<file path="config.mk">
export PLATFORM = sky130hd
export DESIGN_NAME = sifh_sram_sched
export DESIGN_NICKNAME = d
export VERILOG_FILES = /design/src/rtl/sifh_sram_sched.sv
export SDC_FILE = /design/constraint.sdc
export NUM_CORES = 1
export LEC_CHECK = 0
export BUFFER_PORTS_ARGS = -buffer_cell sky130_fd_sc_hd__buf_2
export CAP_MARGIN = 0
export CORE_UTILIZATION = 40
export CTS_CLUSTER_SIZE = 8
export DETAILED_ROUTE_END_ITERATION = 8
export MAX_ROUTING_LAYER = met4
export PLACE_DENSITY_LB_ADDON = 0.12
export SETUP_SLACK_MARGIN = 0.5
export SKIP_CTS_REPAIR_TIMING = 1
export SLEW_MARGIN = 20
export SYNTH_ARGS = -nofsm -noshare
export SYNTH_HDL_FRONTEND = slang
export SYNTH_SLANG_ARGS = --single-unit
</file>
<file path="constraint.sdc">
create_clock -name clk -period 1.65 [get_ports clk]
set_input_delay 0.33 -clock clk [delete_from_list [all_inputs] [get_ports clk]]
set_output_delay 0.33 -clock clk [all_outputs]
set_load 0.02 [all_outputs]
</file>
<file path="src/rtl/sifh_sram_sched.sv">
// Two-requester SRAM scheduler with full-memory clear sweeps after every reset or on request.
// Optional SIFH_RR_EN macro: round-robin tie-breaking instead of fixed priority for requester 0.
module sifh_sram_sched #(
    parameter int unsigned AW = 10,
    parameter int unsigned DW = 8
) (
    input  logic            clk,
    input  logic            res,
    input  logic            clr_start,
    output logic            clr_busy,
    output logic            clr_done,
    input  logic [1:0]      req,
    output logic [1:0]      gnt,
    input  logic [2*AW-1:0] rq_waddr,
    input  logic [2*AW-1:0] rq_raddr,
    input  logic [2*DW-1:0] rq_wdata,
    input  logic [1:0]      rq_we,
    input  logic [1:0]      rq_re,
    output logic [DW-1:0]   rd_data,
    output logic [1:0]      rd_valid,
    input  logic [DW-1:0]   counts,
    output logic [AW-1:0]   waddr,
    output logic [AW-1:0]   raddr,
    output logic            wEnable,
    output logic            rEnable,
    output logic            writeFlag,
    output logic            readFlag,
    output logic [DW-1:0]   newCounts
);

    localparam int unsigned   DEPTH     = 2 ** AW;
    localparam logic [AW-1:0] LAST_ADDR = AW'(DEPTH - 1);

    localparam logic [1:0] S_CLR  = 2'd0;
    localparam logic [1:0] S_IDLE = 2'd1;
    localparam logic [1:0] S_OWN  = 2'd2;

    logic [1:0]    state_q, state_d;
    logic [AW-1:0] cnt_q, cnt_d;
    logic          pend_q, pend_d;
    logic [1:0]    gnt_q, gnt_d;
    logic [1:0]    rdp_q, rdp_d;
    logic [1:0]    rdv_q, rdv_d;
    logic          busy_q, busy_d;
    logic          done_q, done_d;
    logic [AW-1:0] waddr_q, waddr_d;
    logic [AW-1:0] raddr_q, raddr_d;
    logic [DW-1:0] wdata_q, wdata_d;
    logic          wen_q, wen_d;
    logic          wflag_q, wflag_d;
    logic          ren_q, ren_d;
    logic          rflag_q, rflag_d;
    logic          own;
    logic          win;
`ifdef SIFH_RR_EN
    logic          ptr_q, ptr_d;
`endif

    assign own = gnt_q[1];

    // Winner index, only meaningful when at least one req bit is set.
    always_comb begin
`ifdef SIFH_RR_EN
        win = (req == 2'b11) ? ptr_q : req[1];
`else
        win = ~req[0];
`endif
    end

    always_comb begin
        state_d = state_q;
        cnt_d   = cnt_q;
        pend_d  = pend_q;
        gnt_d   = gnt_q;
        waddr_d = waddr_q;
        raddr_d = raddr_q;
        wdata_d = wdata_q;
        wen_d   = 1'b0;
        wflag_d = 1'b0;
        ren_d   = 1'b1;
        rflag_d = 1'b0;
        rdp_d   = '0;
        rdv_d   = rdp_q;
        busy_d  = 1'b0;
        done_d  = 1'b0;
`ifdef SIFH_RR_EN
        ptr_d   = ptr_q;
`endif
        case (state_q)
            S_CLR: begin
                waddr_d = cnt_q;
                wdata_d = '0;
                wen_d   = 1'b1;
                wflag_d = 1'b1;
                busy_d  = 1'b1;
                cnt_d   = cnt_q + 1'b1;
                if (cnt_q == LAST_ADDR) begin
                    state_d = S_IDLE;
                end
            end
            S_IDLE: begin
                // busy_q is still set only on the edge right after the last clear write.
                done_d = busy_q;
                if (clr_start || pend_q) begin
                    state_d = S_CLR;
                    pend_d  = 1'b0;
                    cnt_d   = '0;
                end else if (|req) begin
                    state_d = S_OWN;
                    gnt_d   = win ? 2'b10 : 2'b01;
`ifdef SIFH_RR_EN
                    ptr_d   = ~win;
`endif
                end
            end
            S_OWN: begin
                if (clr_start) begin
                    pend_d = 1'b1;
                end
                if (!req[own]) begin
                    gnt_d   = '0;
                    state_d = S_IDLE;
                end
                if (rq_we[own]) begin
                    waddr_d = own ? rq_waddr[2*AW-1:AW] : rq_waddr[AW-1:0];
                    wdata_d = own ? rq_wdata[2*DW-1:DW] : rq_wdata[DW-1:0];
                    wen_d   = 1'b1;
                    wflag_d = 1'b1;
                end
                if (rq_re[own]) begin
                    raddr_d = own ? rq_raddr[2*AW-1:AW] : rq_raddr[AW-1:0];
                    ren_d   = 1'b0;
                    rflag_d = 1'b1;
                    rdp_d   = gnt_q;
                end
            end
            default: state_d = S_IDLE;
        endcase
    end

    // Reset parks the FSM in CLR at address 0, so the first released edge starts a sweep.
    always_ff @(posedge clk) begin
        if (!res) begin
            state_q <= S_CLR;
            cnt_q   <= '0;
            pend_q  <= 1'b0;
            gnt_q   <= '0;
            rdp_q   <= '0;
            rdv_q   <= '0;
            busy_q  <= 1'b0;
            done_q  <= 1'b0;
            waddr_q <= '0;
            raddr_q <= '0;
            wdata_q <= '0;
            wen_q   <= 1'b0;
            wflag_q <= 1'b0;
            ren_q   <= 1'b1;
            rflag_q <= 1'b0;
`ifdef SIFH_RR_EN
            ptr_q   <= 1'b0;
`endif
        end else begin
            state_q <= state_d;
            cnt_q   <= cnt_d;
            pend_q  <= pend_d;
            gnt_q   <= gnt_d;
            rdp_q   <= rdp_d;
            rdv_q   <= rdv_d;
            busy_q  <= busy_d;
            done_q  <= done_d;
            waddr_q <= waddr_d;
            raddr_q <= raddr_d;
            wdata_q <= wdata_d;
            wen_q   <= wen_d;
            wflag_q <= wflag_d;
            ren_q   <= ren_d;
            rflag_q <= rflag_d;
`ifdef SIFH_RR_EN
            ptr_q   <= ptr_d;
`endif
        end
    end

    assign clr_busy  = busy_q;
    assign clr_done  = done_q;
    assign gnt       = gnt_q;
    assign rd_valid  = rdv_q;
    assign rd_data   = counts;
    assign waddr     = waddr_q;
    assign raddr     = raddr_q;
    assign newCounts = wdata_q;
    assign wEnable   = wen_q;
    assign writeFlag = wflag_q;
    assign rEnable   = ren_q;
    assign readFlag  = rflag_q;

endmodule

</file>
After elaboration in Yosys (flattened, before gate mapping). Index checks and enable logic that the tools add are counted.

Register bits: 52. Input port bits: 73.

Add/sub/neg operators: 1. Magnitude comparators: 1. Equal/unequal tests: 11. Multiplexer cells: 33. Reduce and logical (&&, ||, !) cells: 15.

Operator list (count): 10-bit 2-to-1 mux (4); 10-bit one-hot mux with 2 select lines (2); 2-bit 2-to-1 mux (8); 8-bit 2-to-1 mux (2); 8-bit one-hot mux with 2 select lines (1); 2-bit != test (second input constant) (7); 1-bit 2-to-1 mux (12); 10-bit by 1-bit adder with 10-bit output (second input constant) (1); 10-bit equality test (second input constant) (1); 2-bit AND reduction (5); 3-bit AND reduction (3); 2-bit one-hot mux with 3 select lines (1); 2-bit nonzero test (3); 1-bit one-hot mux with 2 select lines (2); 2-bit one-hot mux with 2 select lines (1); 4-bit AND reduction (1); 3-bit != test (second input constant) (1); 2-bit by 1-bit equality test with 1-bit output (second input constant) (1); 2-bit equality test (second input constant) (1); 2-bit logical NOT (1); 1-bit by 2-bit < comparator with 1-bit output (second input constant) (1); 2-bit OR reduction (1); 1-bit logical OR (1).

Longest topological paths before layout.
Depth in word-level cells: 4. Mapped depth: 7. Mapped depth without buffers: 5.

Worst setup path after synthesis. OpenSTA, ideal clock, no wires.

Path type: reg2reg. Start point: register gnt_q[1], in the netlist gnt[1]. End point: register waddr_q[3], in the netlist waddr[3]. Setup time: 70 ps. Arrival time: 1487 ps. Data required time: 1580 ps. Path slack: 92 ps. Stages on the path, launching flop included: 8. Clock period less this slack: 1558 ps. Path through: dfxtp_1 buf_6 mux2i_1 buf_2 a21o_1 buf_2 a211o_1 a21oi_1.

Longest elaborated chain between the ends: 4. Elaborated cells on any way between the ends: 7. Classes of those cells: eq/ne: 1; mux: 5; reduce/logical: 1.

Ends and longest elaborated chain: start, declared (line 41) `logic [1:0] gnt_q, gnt_d;`; start signal, assigned (line 166) `gnt_q <= gnt_d;`; 1-bit 2-to-1 mux (not written as such) (2 in series) (line 124) `if (rq_we[own]) begin`; 2-bit != test (no line); 2-bit AND reduction (no line); end signal, assigned (line 171) `waddr_q <= waddr_d;`; end, declared (line 46) `logic [AW-1:0] waddr_q, waddr_d;`.

Parallel ways exist; a longest one is shown, timed or not. The select of a mux whose other input is x is not followed. A chain may end at the register's enable or synchronous reset.

Worst setup path after layout.
Start point: register state_q[1]. End point: register state_q[1].

Longest elaborated chain between the ends: 3. Elaborated cells on any way between the ends: 8. Classes of those cells: eq/ne: 5; mux: 1; reduce/logical: 2.

Ends and longest elaborated chain: start, declared (line 38) `logic [1:0] state_q, state_d;`; start signal, assigned (line 163) `state_q <= state_d;`; 2-bit by 1-bit equality test with 1-bit output (tied with other cells) (line 89) `case (state_q)`; 3-bit != test (no line) or 2-bit != test (tied branches); 3-bit AND reduction (no line).

Parallel ways exist; a longest one is shown, timed or not.

==> results summary <==
The number of buffers and inverters on the critical path is 4. Power spread over the standard cell area amounts to just over 600 nW/um^2. After layout, the worst setup slack is around 94 ps. The sink count of the clock tree is 52.

The most used flip-flop cell after synthesis is dfxtp_1. For the pin with the worst max-slew slack, the measured transition is 358 ps. The capturing element of the worst setup path is state_q[1]$_SDFFE_PN0P_. After synthesis, the mean cell area works out to about 8.7 sq um. Setup violations remaining at the end of the flow were counted as 0. The post-layout utilization of the core is between 60 and 70%. The startpoint identified for the worst hold timing path is rq_raddr[0].

The area of the die is approximately 6600 sq um. Fill cells in the final layout number roughly 500. The number of max-slew violations in the final report came to 0. The cell count after placement is 448.

The sequential-to-total area share from yosys stat is between 40% and 50%. The global router's overall resource usage came out at between 10% and 20%. The register cell area after layout came out at about 1100 sq um. The placeable core region is around 6000 sq um. The peak supply drop came out at 0.488 mV. After detailed routing, the total wire length is ~7.0 mm.

The run finished with clean final reports. The TritonCTS buffer count came out at 5. In the routed design, unresolved DRC markers number 0. The congestion estimate from routability-driven global placement came to roughly 0.85.

The count of boundary I/O pins is around 120. The post-layout instance count excluding filler cells came out at 481. The chip height came out at about 80 um.

The pin count of the biggest net entering global routing came out at 31. The data arrival at the endpoint of the critical path is between 1500 and 2000 ps. The most common cell after layout, fill and taps aside is buf_2. In this run the critical register-to-register path is launched from state_q[1]$_SDFFE_PN0P_. Sorting the synthesized cells by area gives the leading types as dfxtp_1, mux2i_1, nor2_1, a21oi_1, a211oi_1. The area share of the largest cell type after synthesis came out at 41.7%. In this design, the critical path's most frequently occurring cell is buf_6. Dividing the detail-routed wire length by the instance count gives about 15 um. Summed over all layers, the global routing overflow is 0. The kind of critical path is reg2reg. The post-route minimum period is between 1500 and 2000 ps. At the end of the flow, the number of nets in the layout was ~480.

The count of state elements after synthesis is between 50 and 60. The tightest min-delay check is of the in2reg type. Buffers placed on the I/O ports in this run total between 100 and 150. The global-route wire length before repair came out at 9.26 mm. The design draws 2.38 mW. Clock tree synthesis selected as its root buffer the cell clkbuf_8. In this run the number of cells on the critical path is 7.

The critical path starts at state_q[1]$_SDFFE_PN0P_. The post-synthesis instance area came out at between 2000 and 2500 sq um. The critical path's slowest cell is nor4b_4. The multi-input combinational cell area came out at between 1500 and 2000 sq um. The count of endpoints failing hold in the final timing report came to 0. The clock edge transition at the registers on the reported setup and hold paths is about 90 ps. The endpoint kind of the worst setup timing path is a flop.

In this run the worst path has a maximum fanout of 6. The maximum achievable frequency is between 600 and 700 MHz. The worst register-to-register path has a setup slack of approximately 94 ps. The number of violations reported at the end of detailed-routing iteration 0 is approximately 110. The number of flops mapped to enable cells by yosys came out at 0. The post-synthesis net count came out at 361.

The first-pass iteration count of the detailed router is 5. The warning count from the yosys run is 0. Before CTS, the worst setup slack after placement is -137 ps. The clock latency on the worst-skew pair came out at 310 ps.

The top cell types in the final layout, fill and taps aside, are buf_2, buf_4, dfxtp_2. The worst setup path is launched from a flop. The peak per-stage delay on the critical path came out at between 300 and 400 ps. The total leakage power came out at ~1.5 nW. The worst register-to-register path has a depth of 7. The number of antenna violations at the first check in global routing came out at 0. Clock skew on the completed layout was measured at 6.35 ps. The worst hold slack across all endpoints is approximately 340 ps.

The HPWL after detailed placement is 4.35 mm. The critical path goes through buf_6, buf_12, nor4b_4, buf_4, buf_6, o21ai_1, a21oi_1. The required time of the critical path is ~1900 ps. The antenna diode count is 0. The area growth from synthesis to layout is 58.3%.

The via count of the first global-routing pass came out at about 2100. The count of vias placed by the detailed router is between 2000 and 3000. The worst-case headroom to the max-slew limit is 76.1%. The number of nets with antenna violations after detailed routing is 0. The number of different library cells in the post-synthesis netlist came out at 41. The starting density of the core is between 40% and 50%. TritonCTS built the clock tree.

The share of the clock period used by the worst path after layout came out at 94.3%. The number of maximum-capacitance constraint violations came out at 0. The worst register-to-register path ends at state_q[1]$_SDFFE_PN0P_. The number of cell rows is 28. dfxtp_1 takes more of the synthesized area than any other cell.

The number of levels the H-tree was split into is 2. Setup repair after global routing could not meet its margin everywhere. The average vias per placed instance came out at about 5.3. The share of flip-flops with an asynchronous set or reset is 0%. The ratio of cells with drive above 1 in the final layout came out at between 50 and 60%. Synthesis produced ~290 cells. The clock passes through at most 2 buffers.

On the critical path the largest part of the delay comes from buffers and inverters. The horizontal die dimension came out at between 80 and 90 um.
metal layers:
layer  global-route usage [%]  share of wire [%]  routed length [um]  up-vias
met1                     22.0                 41                2900     1214
met3                     3.26                5.0                 355       17
li1                         -                  -                   -     1248
met4                     8.21                2.1                 151        0
met2                     31.4                 52                3640       89
met5                        -                  0                   0        -
through the flow:
step	cell area [sq um]	setup TNS, ps
finish	3950	0
global route	3950	0
CTS	3270	-1620
detailed placement	3160	-1730
global placement	3160	-759
floorplan	2630	0
worst register-to-register path: stages, from the launching register on:
cell     delay, ps
dfxtp_2        340
buf_6          130
buf_12         120
nor4b_4        370
buf_4          180
buf_6           90
o21ai_1         60
a21oi_1        180
flip-flops by register name (all words and copies together) (netlist names):
| register | flops |
|---|---|
| clr_busy | 1 |
| clr_done | 1 |
| cnt_q | 10 |
| gnt | 2 |
| newCounts | 8 |
| pend_q | 1 |
| rEnable | 1 |
| raddr | 10 |
| rd_valid | 2 |
| rdp_q | 2 |
| readFlag | 1 |
| state_q | 2 |
| waddr | 10 |
| writeFlag | 1 |
worst min-delay path by stage:
stage                                   end  slack [ps]  cells after the start
global route          raddr[2]$_SDFFE_PN0P_         360                      3
detailed placement   rd_valid[0]$_SDFF_PN0_         420                      1
floorplan            rd_valid[0]$_SDFF_PN0_         410                      1
CTS                 state_q[1]$_SDFFE_PN0P_         290                      3
finish                raddr[0]$_SDFFE_PN0P_         340                      3
global placement     rd_valid[0]$_SDFF_PN0_         420                      1
cell usage after synthesis (2+ instances only):
library cell / count
clkbuf_1: 9
dfxtp_1: 52
or3_1: 10
xnor2_1: 4
inv_1: 3
nor2b_1: 2
nor3_1: 4
nand2_1: 17
nand2b_1: 4
a211o_1: 9
and3_1: 2
nor2_1: 34
a21oi_1: 22
buf_4: 10
mux2i_1: 30
a31oi_1: 4
a21o_1: 2
buf_1: 4
o21ai_0: 7
nand3_1: 15
buf_2: 7
and2_1: 5
a211oi_1: 13
cell type report:
class	count	share of cell area (%)
Multi-Input combinational cell	204	40.9
Sequential cell	52	27.6
Timing Repair Buffer	139	26.1
Tap cell	75	2.38
Clock buffer	6	1.84
Clock inverter	2	0.888
Inverter	3	0.285
cells by family (layout without fill, tap and decap cells):
family | Yosys count | in the layout | synth area share, %
and+or+nand+nor | 101 | 104 | 20.0
AOI/OAI and AO/OA | 64 | 64 | 16.6
DFF | 52 | 52 | 41.7
buffers and inverters | 34 | 150 | 7.27
muxes | 31 | 31 | 12.5
xor gates and xnor gates | 4 | 4 | 1.40
adders and majority gates | 1 | 1 | 0.502
report_power, final:
| group | switching, mW | total [mW] | internal (mW) |
|---|---|---|---|
| sequential | 0.0202 | 1.29 | 1.27 |
| clock | 0.416 | 0.867 | 0.451 |
| combinational | 0.106 | 0.232 | 0.126 |
Power figures use the tool's default switching activity.
